File: config.mk
export PLATFORM = sky130hd
export DESIGN_NAME = ec1_datapath
export DESIGN_NICKNAME = d
export VERILOG_FILES = /design/src/rtl/ec1_pkg.sv /design/src/rtl/ec1_prog_mem.sv /design/src/rtl/ec1_datapath.sv
export SDC_FILE = /design/constraint.sdc
export NUM_CORES = 1
export LEC_CHECK = 0
export CORE_MARGIN = 4
export CORE_UTILIZATION = 50
export CTS_CLUSTER_SIZE = 28
export DETAILED_ROUTE_END_ITERATION = 12
export DONT_BUFFER_PORTS = 1
export SYNTH_ARGS = -nofsm -noshare
export SYNTH_HDL_FRONTEND = slang
export SYNTH_SLANG_ARGS = --single-unit
File: constraint.sdc
create_clock -name clk -period 2.4 [get_ports clk]
set_input_delay 0.48 -clock clk [delete_from_list [all_inputs] [get_ports clk]]
set_output_delay 0.48 -clock clk [all_outputs]
set_load 0.05 [all_outputs]
File: src/rtl/ec1_pkg.sv
// EC-1 shared definitions: default datapath widths and the opcode encoding
// that the control unit decodes from the IR field of the datapath.
package ec1_pkg;

  localparam int unsigned EC1_DATA_W = 8;
  localparam int unsigned EC1_ADDR_W = 5;

  typedef enum logic [2:0] {
    OP_IN   = 3'b011,
    OP_OUT  = 3'b100,
    OP_DEC  = 3'b101,
    OP_JNZ  = 3'b110,
    OP_HALT = 3'b111
  } ec1_op_e;

endpackage

File: src/rtl/ec1_prog_mem.sv
// EC-1 program memory: 2^ADDR_W x DATA_W words, one synchronous write port
// and one combinational read port. Contents are not initialised and are not
// affected by reset.
//   clk      rising-edge write clock
//   we_i     write enable
//   waddr_i  write address
//   wdata_i  write data
//   raddr_i  read address
//   rdata_o  read data (combinational, returns pre-edge contents)
module ec1_prog_mem
  import ec1_pkg::*;
#(
  parameter int unsigned DATA_W = EC1_DATA_W,
  parameter int unsigned ADDR_W = EC1_ADDR_W
) (
  input  logic              clk,
  input  logic              we_i,
  input  logic [ADDR_W-1:0] waddr_i,
  input  logic [DATA_W-1:0] wdata_i,
  input  logic [ADDR_W-1:0] raddr_i,
  output logic [DATA_W-1:0] rdata_o
);

  localparam int unsigned DEPTH = 1 << ADDR_W;

  logic [DATA_W-1:0] mem_q [DEPTH];

  always_ff @(posedge clk) begin
    if (we_i) begin
      mem_q[waddr_i] <= wdata_i;
    end
  end

  assign rdata_o = mem_q[raddr_i];

endmodule

File: src/rtl/ec1_datapath.sv
// EC-1 accumulator machine datapath: PC, IR, accumulator, program memory and
// output register. Executes the load strobes from the control unit and
// returns the opcode and accumulator-nonzero status.
//   clk        rising-edge clock
//   reset      asynchronous active-low reset (registers only, not memory)
//   IRload     IR <= mem[PC]
//   PCload     update PC (JNZmux: 1 = IR jump target, 0 = PC+1)
//   INmux      A source (1 = in_data, 0 = A-1)
//   Aload      update accumulator
//   JNZmux     PC source select
//   OutE       latch accumulator into out_data, pulse out_valid
//   Halt1      halt request (sticky until reset)
//   in_data    external operand
//   prog_*     program memory write port
//   IR         opcode field of the IR
//   A          accumulator nonzero
//   out_data   output register
//   out_valid  one-cycle pulse after each accepted OutE
//   halted     sticky halt flag
//   pc         current PC
module ec1_datapath
  import ec1_pkg::*;
#(
  parameter int unsigned DATA_W = EC1_DATA_W,
  parameter int unsigned ADDR_W = EC1_ADDR_W
) (
  input  logic              clk,
  input  logic              reset,
  input  logic              IRload,
  input  logic              PCload,
  input  logic              INmux,
  input  logic              Aload,
  input  logic              JNZmux,
  input  logic              OutE,
  input  logic              Halt1,
  input  logic [DATA_W-1:0] in_data,
  input  logic              prog_we,
  input  logic [ADDR_W-1:0] prog_addr,
  input  logic [DATA_W-1:0] prog_data,
  output logic [2:0]        IR,
  output logic              A,
  output logic [DATA_W-1:0] out_data,
  output logic              out_valid,
  output logic              halted,
  output logic [ADDR_W-1:0] pc
);

  logic [ADDR_W-1:0] pc_q, pc_d;
  logic [DATA_W-1:0] ir_q, ir_d;
  logic [DATA_W-1:0] acc_q, acc_d;
  logic [DATA_W-1:0] out_q, out_d;
  logic              out_valid_q, out_valid_d;
  logic              halted_q, halted_d;
  logic [DATA_W-1:0] mem_rdata;
  logic              run;

  ec1_prog_mem #(
    .DATA_W (DATA_W),
    .ADDR_W (ADDR_W)
  ) u_mem (
    .clk     (clk),
    .we_i    (prog_we),
    .waddr_i (prog_addr),
    .wdata_i (prog_data),
    .raddr_i (pc_q),
    .rdata_o (mem_rdata)
  );

  // Halt gates the register strobes from the cycle after Halt1 is sampled.
  assign run = !halted_q;

  always_comb begin
    pc_d        = pc_q;
    ir_d        = ir_q;
    acc_d       = acc_q;
    out_d       = out_q;
    out_valid_d = 1'b0;
    halted_d    = halted_q | Halt1;
    if (run) begin
      if (IRload) begin
        ir_d = mem_rdata;
      end
      if (PCload) begin
        pc_d = JNZmux ? ir_q[ADDR_W-1:0] : pc_q + 1'b1;
      end
      if (Aload) begin
        acc_d = INmux ? in_data : acc_q - 1'b1;
      end
      if (OutE) begin
        out_d       = acc_q;
        out_valid_d = 1'b1;
      end
    end
  end

  always_ff @(posedge clk or negedge reset) begin
    if (!reset) begin
      pc_q        <= '0;
      ir_q        <= '0;
      acc_q       <= '0;
      out_q       <= '0;
      out_valid_q <= 1'b0;
      halted_q    <= 1'b0;
    end else begin
      pc_q        <= pc_d;
      ir_q        <= ir_d;
      acc_q       <= acc_d;
      out_q       <= out_d;
      out_valid_q <= out_valid_d;
      halted_q    <= halted_d;
    end
  end

  assign IR        = ir_q[DATA_W-1 -: 3];
  assign A         = |acc_q;
  assign out_data  = out_q;
  assign out_valid = out_valid_q;
  assign halted    = halted_q;
  assign pc        = pc_q;

endmodule

After elaboration in Yosys (flattened, before gate mapping) --
Memories as Yosys holds them, arrays and structs flattened. A register that Yosys moved wholly into a read port is not among the register bits. Cells that the tools add are included.
Word-level totals: register bits after elaboration 23, bits in writable memories 256, input bits 31, output and inout port bits 19, logic and storage cells 22, memories 1
Memory list:
- u_mem.mem_q | words 32, width 8, read ports 1, clocked after Yosys merged registers in 1, write ports 1, RTL line ec1_prog_mem.sv:26 | logic [DATA_W-1:0] mem_q [DEPTH];
Cells by class: add/sub/neg operators 2, mux-type cells 6, bitwise operators 2, reductions and logical operators 6
Operator list (count):
- 8-bit 2-to-1 mux | 1
- 2-bit AND reduction | 4
- 8-bit OR reduction | 1
- 8-bit by 1-bit subtractor with 8-bit output, second input constant | 1
- 5-bit by 1-bit adder with 5-bit output, second input constant | 1
- 5-bit 2-to-1 mux | 1
- 1-bit 2-to-1 mux | 4
- 1-bit logical NOT | 1
- 1-bit NOT | 1
- 1-bit OR | 1

Longest topological paths before layout --
word-level depth 2, mapped depth 7, depth with buffers taken out 6

Modules after synthesis --
A second synthesis with hierarchy kept.
Unflattened totals: cell total of the unflattened synthesis 553, area total of the unflattened synthesis 11437.2 um2
Modules (own cells, without submodules):
- ec1_prog_mem | instances 1, cells each 409, area each 9893.2 um2, sequential area each 7687.4 um2
- ec1_datapath | instances 1, cells each 144, area each 1544.0 um2, sequential area each 775.7 um2

Worst setup path before layout --
OpenSTA, ideal clock, no wires.
path type register to register, from register pc_q[0] (netlist: pc[0]), to register ir_q[4] (read register of u_mem.mem_q), library setup time 135 ps, arrival 2131 ps, data required time 2265 ps, setup slack 135 ps, cell stages (with the launch flop) 6, buffers on the path 1, period minus slack after synthesis 2265 ps, cells stage by stage dfrtp_1 > buf_6 > mux4_1 > mux2_2 > a2111oi_2 > a211oi_1
RTL lines:
- start, declared | RTL line ec1_datapath.sv:48 | logic [ADDR_W-1:0] pc_q, pc_d;
- start signal, assigned | RTL line ec1_datapath.sv:105 | pc_q <= pc_d;
- end, declared | RTL line ec1_datapath.sv:49 | logic [DATA_W-1:0] ir_q, ir_d;

==> results.py <==
metrics = {
    "synth": {
        "yosys-top-cells-count": "edfxtp_1, nor2_1, mux2i_1",
        "postSynthCellCount": 640,
        "yosysSeqAreaShare_pct": 73.88,
        "yosysWarnings": 0,
        "avgSynthCellArea_um2": 17.90,
        "synth_edf_count": 256,
        "synthFlopType": "edfxtp_1",
        "syn_area_mm2": 0.01145,
        "synth_nets": 674,
        "synth_top_area_cell": "edfxtp_1",
        "synth_most_common_cell": "edfxtp_1",
        "synth_cell_types": 42,
        "ys_async_sr_fraction_pct": 10.80,
        "synth_top_area_share_pct": 67.11,
        "synth_area_leaders": "edfxtp_1, mux4_2, dfrtp_1, mux2i_1, mux2_2",
        "synth_seq_cells": 287,
    },
    "place": {
        "place_congestion": 0.8714,
        "placedCellCount": 954,
        "dp_hpwl_um": 15950,
        "numPortBuffers": 0,
    },
    "global_route": {
        "grt_max_degree": 33,
        "globalRoute.totalOverflow": 0,
        "grt_antenna_before_repair": 0,
        "grt_use_total_pct": 18.96,
        "grt_pass1_wl_um": 36940,
        "grt_pass1_vias": 6066,
    },
    "route": {
        "wl_per_cell_um": 23.86,
        "vias": 5943,
        "firstDrtPassIters": 5,
        "avgViaCountPerCell": 5.878,
        "drc": 0,
        "wl_um": 24120,
        "ant_nets": 0,
        "drt-initial-drc-count": 513,
    },
    "cts": {
        "numCtsBuffers": 29,
        "cts_tree": "built",
        "clkLatencyLatePin_ns": 0.54,
        "path_clk_slew_ns": 0.06,
        "cts_root_buf": "clkbuf_16",
        "clk_path_buf_depth": 3,
        "clkSinkCount": 287,
        "cts-htree-levels": 1,
    },
    "sta": {
        "skew_ns": 0.01606,
        "worst_slew_pin_slew_ns": 0.6463,
        "rsz0062_at_grt": "no",
        "hold_viol_final": 0,
        "period_share_pct": 95.73,
        "clock.fmax_mhz": 435.3,
        "maxSlewViolCount": 0,
        "setup_violations": 0,
        "min_period_ns": 2.297,
        "slew_headroom_pct": 56.82,
    },
    "setup_path": {
        "rrSetupSlack_ns": 0.10,
        "critical_path.max_fanout": 13,
        "critPathKind": "flip-flop to flip-flop",
        "worst_ep_arrival_time_ns": 2.68,
        "crit_buf_inv": 2,
        "crit_chain": "buf_12 -> buf_12 -> mux4_2 -> a211oi_1 -> a211oi_1",
        "startpoint_type": "flip-flop",
        "critPathRequiredTime_ns": 2.78,
        "r2r_cells": 5,
        "regToRegStartpoint": "pc[0]",
        "crit_slowest_cell": "dfrtp_4",
        "end_kind": "flip-flop",
        "crit_family": "compound AO/OA/AOI/OAI gates",
        "r2r-end": "ir_q[6]",
        "cpPeakStageDelay_ns": 0.57,
    },
    "pwr": {
        "peakVddDrop_v": 0.0006950,
        "power.density_mw_per_mm2": 847.8,
        "power_w": 0.01118,
        "leakagePower_nw": 4.437,
    },
    "worst_hold_path": {
        "min_path_cells": 0,
        "min-delay-start": "prog_data[2]",
        "worstHoldEndpoint": "u_mem.mem_q[10][2]",
        "worstHoldPathType": "input port to flip-flop",
    },
    "finish": {
        "area_delta_synth_final_pct": 15.12,
        "diodes": 0,
        "nFillCells": 1705,
        "fin_nets": 737,
        "drive_gt1_share_pct": 23.97,
        "finalNonFillerCells": 1011,
    },
    "status": {
        "status": "finished, final reports clean",
    },
    "floorplanning": {
        "die_area_mm2": 0.02540,
        "die_w_um": 159.4,
        "num_rows": 55,
        "core_mm2": 0.02257,
        "ios": 50,
        "die_h_um": 159.4,
        "initial_utilization_pct": 50.75,
    },
    "run": {
        "maxCapViolations": 0,
    },
}
## cell families after synthesis
| kind of cell | after synthesis | share of synthesized area [%] |
|---|---|---|
| buffers and inverters | 41 | 1.890 |
| DFF | 287 | 73.88 |
| adders and majority gates | 3 | 0.3277 |
| AOI/OAI and AO/OA | 85 | 4.893 |
| muxes | 111 | 14.43 |
| and+or+nand+nor | 113 | 4.577 |
## timing repair
action                                  in CTS  in global routing
endpoints found under the setup margin       6                  3
cloned                                       0                  0
setup buffers                                1                  0
gates resized for setup                      1                  3
hold buffers                                 2                  0
hold endpoints to repair                    31                  0
pin swaps                                    0                  0
## where the power goes
| part | switching (W) | internal (W) | leakage, nW |
|---|---|---|---|
| Sequential | 0.000167 | 0.00555 | 2.69 |
| Combinational | 0.000424 | 0.000399 | 1.26 |
| Clock | 0.00178 | 0.00286 | 0.488 |
## per-stage QoR
| stage | hold WS [ns] | instance area [um2] | setup TNS [ns] | util [%] | setup WS [ns] |
|---|---|---|---|---|---|
| final | 0.03863 | 13190 | 0 | 58.42 | 0.1025 |
| after detailed placement | 0.1852 | 12140 | -0.2071 | 53.79 | -0.09678 |
| after CTS | 0.01541 | 13180 | 0 | 58.38 | 0.008570 |
| after global placement | 0.1854 | 12140 | -0.1907 | 53.79 | -0.1057 |
| after floorplan | 0.1844 | 11450 | 0 | - | 0.1346 |
| after global routing | 0.009942 | 13190 | 0 | 58.42 | 0.01588 |
## per-layer routing
metal / part of all wire, % / global-route usage, % / vias up
met1: 42 / 25.88 / 3049
met5: 0 / 0 / -
met3: 6.0 / 3.961 / 34
met2: 50 / 31.68 / 179
li1: - / - / 2681
met4: 2.1 / 4.694 / 0
## worst max path at each step
stage	startpoint	slack [ns]	depth (start not counted)	to
2_1_floorplan	pc[0]	0.13	5	ir_q[4]
3_3_place_gp	pc[0]	-0.11	6	ir_q[4]
3_5_place_dp	pc[0]	-0.1	4	ir_q[1]
4_1_cts	pc[2]	0.009	5	ir_q[2]
5_1_grt	acc_q[4]	0.02	3	A
6_report	pc[0]	0.10	5	ir_q[6]
## layout by cell type, fill, tap and decap left out, drive strengths merged
cell,instances
dlygate4sd3,1
mux2,21
dfrtp,31
mux4,40
clkinv,13
edfxtp,256
nor4,3
nor2b,3
and3,1
a21oi,8
nand2b,5
bufinv,6
mux2i,50
or2,1
or3b,3
clkinvlp,1
a22oi,5
o22ai,24
a31oi,2
o21ai,22
buf,66
a211oi,15
or3,1
and2,1
nand2,21
nand3,7
ha,3
nor2,52
nand3b,7
nor3,7
inv,6
o2bb2ai,1
clkbuf,34
a2111oi,8
nor3b,1
## final cells by class
class                           count  area [um2]  share of cell area (%)
Sequential cell                   287        8471                   64.24
Multi-Input combinational cell    312        2783                   21.10
Clock buffer                       34       744.5                   5.646
Timing Repair Buffer               67       559.3                   4.241
Tap cell                          285       356.6                   2.704
Clock inverter                     20       250.2                   1.898
Inverter                            6       22.52                  0.1708
## registers in the layout, summed over array words and instances, names as in the netlist
name         count
u_mem.mem_q    256
acc_q            8
ir_q             8
out_data         8
pc               5
halted           1
out_valid        1
## worst register-to-register path, cell delays in order, from the launching register on
cell      delay (ns)
dfrtp_4         0.57
buf_12          0.21
buf_12          0.18
mux4_2          0.53
a211oi_1        0.51
a211oi_1        0.16
(Power assumes the default switching activity.)
